### config.mk
export PLATFORM = sky130hd
export DESIGN_NAME = baccarat_game_ctrl
export DESIGN_NICKNAME = d
export VERILOG_FILES = /design/src/rtl/baccarat_game_ctrl.sv
export SDC_FILE = /design/constraint.sdc
export NUM_CORES = 1
export LEC_CHECK = 0
export ABC_CLOCK_PERIOD_IN_PS = 4430
export CAP_MARGIN = 20
export CORE_AREA = 2 2 39 41
export CTS_BUF_LIST = sky130_fd_sc_hd__clkbuf_8
export CTS_CLUSTER_SIZE = 12
export DETAILED_ROUTE_END_ITERATION = 10
export DIE_AREA = 0 0 41 43
export PLACE_DENSITY = 0.7
export SLEW_MARGIN = 0
export SYNTH_ARGS = -nofsm -noshare
export SYNTH_HDL_FRONTEND = slang
export SYNTH_SLANG_ARGS = --single-unit
### constraint.sdc
create_clock -name slow_clock -period 4.43 [get_ports slow_clock]
set_clock_uncertainty 0.15 [all_clocks]
set_input_delay 0.886 -clock slow_clock [delete_from_list [all_inputs] [get_ports slow_clock]]
set_output_delay 0.886 -clock slow_clock [all_outputs]
set_load 0.03 [all_outputs]
### src/rtl/baccarat_game_ctrl.sv
// Baccarat hand sequencer: deals four cards, applies natural and
// third-card rules, then lights the winner until reset.
module baccarat_game_ctrl #(
  parameter int NAT_MIN     = 8,
  parameter int P_STAND_MIN = 6
) (
  input  logic       slow_clock,
  input  logic       reset,
  input  logic [3:0] pscore,
  input  logic [3:0] dscore,
  input  logic [3:0] pcard3,
  output logic       load_pcard1,
  output logic       load_pcard2,
  output logic       load_pcard3,
  output logic       load_dcard1,
  output logic       load_dcard2,
  output logic       load_dcard3,
  output logic       player_win_light,
  output logic       dealer_win_light,
  output logic [3:0] state_out
);

  typedef enum logic [3:0] {
    IDLE   = 4'd0,
    P1     = 4'd1,
    D1     = 4'd2,
    P2     = 4'd3,
    D2     = 4'd4,
    DECIDE = 4'd5,
    P3     = 4'd6,
    BANK   = 4'd7,
    D3     = 4'd8,
    DONE   = 4'd9
  } state_t;

  localparam logic [3:0] L_NAT   = 4'(NAT_MIN);
  localparam logic [3:0] L_STAND = 4'(P_STAND_MIN);

  state_t     r_state;
  state_t     w_next;
  logic [3:0] w_ps;
  logic [3:0] w_ds;
  logic [3:0] w_pval;
  logic       w_bank_draw;
  logic       w_done;

  assign w_ps   = (pscore > 4'd9) ? 4'd9 : pscore;
  assign w_ds   = (dscore > 4'd9) ? 4'd9 : dscore;
  assign w_pval = (pcard3 >= 4'd10) ? 4'd0 : pcard3;

  // Banker's drawing table indexed by banker score and player third card
  assign w_bank_draw =
      (w_ds <= 4'd2)
    | ((w_ds == 4'd3) && (w_pval != 4'd8))
    | ((w_ds == 4'd4) && (w_pval >= 4'd2) && (w_pval <= 4'd7))
    | ((w_ds == 4'd5) && (w_pval >= 4'd4) && (w_pval <= 4'd7))
    | ((w_ds == 4'd6) && (w_pval >= 4'd6) && (w_pval <= 4'd7));

  always_ff @(posedge slow_clock or posedge reset) begin
    if (reset) r_state <= IDLE;
    else       r_state <= w_next;
  end

  always_comb begin
    w_next = IDLE;
    case (r_state)
      IDLE:   w_next = P1;
      P1:     w_next = D1;
      D1:     w_next = P2;
      P2:     w_next = D2;
      D2:     w_next = DECIDE;
      DECIDE: begin
        if ((w_ps >= L_NAT) || (w_ds >= L_NAT)) w_next = DONE;
        else if (w_ps < L_STAND)                w_next = P3;
        else if (w_ds <= 4'd5)                  w_next = D3;
        else                                    w_next = DONE;
      end
      P3:     w_next = BANK;
      BANK:   w_next = w_bank_draw ? D3 : DONE;
      D3:     w_next = DONE;
      DONE:   w_next = DONE;
      default: w_next = IDLE;
    endcase
  end

  assign load_pcard1 = (r_state == P1);
  assign load_dcard1 = (r_state == D1);
  assign load_pcard2 = (r_state == P2);
  assign load_dcard2 = (r_state == D2);
  assign load_pcard3 = (r_state == P3);
  assign load_dcard3 = (r_state == D3);

  assign w_done           = (r_state == DONE);
  assign player_win_light = w_done && (w_ps >= w_ds);
  assign dealer_win_light = w_done && (w_ds >= w_ps);
  assign state_out        = r_state;

endmodule

==> metrics.yaml <==
avgSynthCellArea_um2: 7.84
post_cts_buffers: 0
firstDrtPassIters: 3
drive_above_1_share_pct: 6.90
htreeDepth: 1
clk_latency_ps: 220
grt_usage_pct: 15.4
p_leak_nw: 0.339
yosysSeqAreaShare_pct: 21.3
cts_sinks: 4
start_util_pct: 34.0
synth_most_common_cell: "nor2_1"
seqPwrFrac_pct: 21.2
cts_made_buffers: 3
die-area_mm2: 0.00176
grt_pass1_vias: 496
synth_flop_cell: "dfrtp_1"
wl_per_cell_um: 11.0
p_comb_share_pct: 59.1
synth_cell_types: 26
cp-end-kind: "primary output"
slew-limit-headroom_pct: 78.9
portBuffers: 25
start_kind: "input pin"
rsz0062_at_grt: "false"
hold_path_class: "flip-flop to flip-flop"
hold_ws_ps: 445
num_vias: 534
period_needed_ps: 4150
antenna_left: 0
final_area_um2: 783
syn_nets: 78
p_sw_share_pct: 45.8
netlist.area_leader.share_pct: 21.3
fp.dieW_um: 41
drt_iter0_drc: 3
cts_tree: "built"
clock_path_buffers: 2
critPathMaxFanout: 5
internal_power_mw: 0.215
grt_pass1_wl_um: 1920
core_mm2: 0.00138
grt_overflow_total: 0
maxCapViolations: 0
grt_max_degree: 12
syn-cell-area_um2: 470
dp_hpwl_um: 916
whs_path_depth: 1
power_frac_clock_pct: 19.7
syn_inst: 60
largest_reg_flops: 4
cp.required_ps: 3390
die_y_um: 43
fin_nets: 107
setup_tns_ps: 0
async_flop_share_pct: 100
yosys-top-cells-area: "dfrtp_1 (21%), ha_1 (11%), nand2b_1 (8.0%)"
nFillCells: 128
synth_edf_count: 0
p_sw_mw: 0.182
fmax_mhz: 241
gp_congestion: 0.813
root_buffer: "clkbuf_8"
rows: 14
power_density_mw_per_mm2: 507
routed_wl_um: 1130
diodes: 0
drc: 0
setup_viol: 0
irDropWorstVdd_mv: 0.182
ios: 26
ff2ff_path_depth: 3
vias_per_cell: 5.18
antenna_found_initial: 0
crit_arrival_ps: 3110
worstMarginPinSlew_ps: 317
clk_pin_slew_ps: 30
yosys.area.top_type: "dfrtp_1"
maxSlewViolCount: 0
post_dp_cell_area_um2: 739
yosys_warnings: 0
synth-seq-cells: 4
final-hold-violation-count: 0
synth_commonest_cells: "nor2_1 (7), nand2b_1 (6), nor3_1 (5)"
outcome: "finished, final reports clean"
area_delta_synth_final_pct: 66.5
path_class: "input pin to primary output"
period_share_pct: 93.6
-- cell usage in the layout, fill, tap and decap left out, drive strengths merged --
master         netlist  final
inv                  3      3
o21ai                4      4
nand4                1      1
a41oi                1      1
nor2b                4      4
and4                 1      1
clkbuf               1      3
a211oi               1      1
a311o                1      1
nor2                 7      7
buf                  1      1
clkdlybuf4s50        0     24
nor4b                1      1
a21oi                2      2
dlymetal6s2s         0      1
nand2b               6      6
nor3                 5      5
o41ai                1      1
o21a                 3      3
a21o                 1      1
ha                   4      4
o31a                 1      1
o22ai                2      2
a211o                1      1
nand2                4      4
dfrtp                4      4
-- worst paths after layout --
kind | slack (ps) | from | to
min reg2reg | 440 | state_out[3] | state_out[1]
min in group asynchronous | 700 | reset | state_out[0]
max | 280 | dscore[1] | dealer_win_light
min | 440 | state_out[3] | state_out[1]
max in group asynchronous | 3270 | reset | state_out[1]
max reg2reg | 3050 | state_out[2] | state_out[0]
-- layer usage --
metal  global-route usage [%]  vias to the layer above  wire (µm)
met5                        0                        -          0
met1                     17.5                      229        510
li1                         -                      281          -
met3                     1.57                        2         59
met2                     27.2                       22        542
met4                     6.00                        0         16
-- power groups by stage --
stage               clock network [mW]  registers, mW  logic, mW
finish                          0.0785         0.0841      0.235
global route                    0.0820         0.0877      0.256
CTS                             0.0797         0.0837      0.236
detailed placement                   0         0.0843      0.234
global placement                     0         0.0837      0.234
floorplan                            0          0.100      0.125
-- cell type report --
cell class | count | area [µm²] | area share, %
Clock buffer | 3 | 41.3 | 5.27
Tap cell | 16 | 20.0 | 2.56
Inverter | 3 | 11.3 | 1.44
Sequential cell | 4 | 100 | 12.8
Multi-Input combinational cell | 51 | 350 | 44.7
Timing Repair Buffer | 26 | 260 | 33.2
-- cells by family (layout without fill, tap and decap cells) --
kind of cell | Yosys count | in the layout | share of synthesized area (%)
AO/OA/AOI/OAI | 18 | 18 | 26.6
buffers and inverters | 5 | 32 | 4.25
AND/OR/NAND/NOR | 29 | 29 | 37.2
flip-flops | 4 | 4 | 21.3
adder cells (fa/ha/maj) | 4 | 4 | 10.6
-- timing repair --
action,CTS,global route
setup endpoints to repair,0,1
resized for setup,0,1
hold buffers,0,0
-- metrics by stage --
step,util (%),total power [mW],worst slack (ps),cells
floorplan,-,0.225,641,60
global placement,53.4,0.318,160,100
detailed placement,53.4,0.318,163,100
CTS,56.4,0.400,142,103
global route,56.6,0.425,174,103
finish,56.6,0.397,283,103
-- worst max-delay path: stages --
cell	delay, ps
clkdlybuf4s50_1	530
nor2b_1	160
ha_1	240
nor2b_1	130
o21a_1	160
o21a_1	180
o31a_1	230
clkdlybuf4s50_1	590
Power figures use the tool's default switching activity.
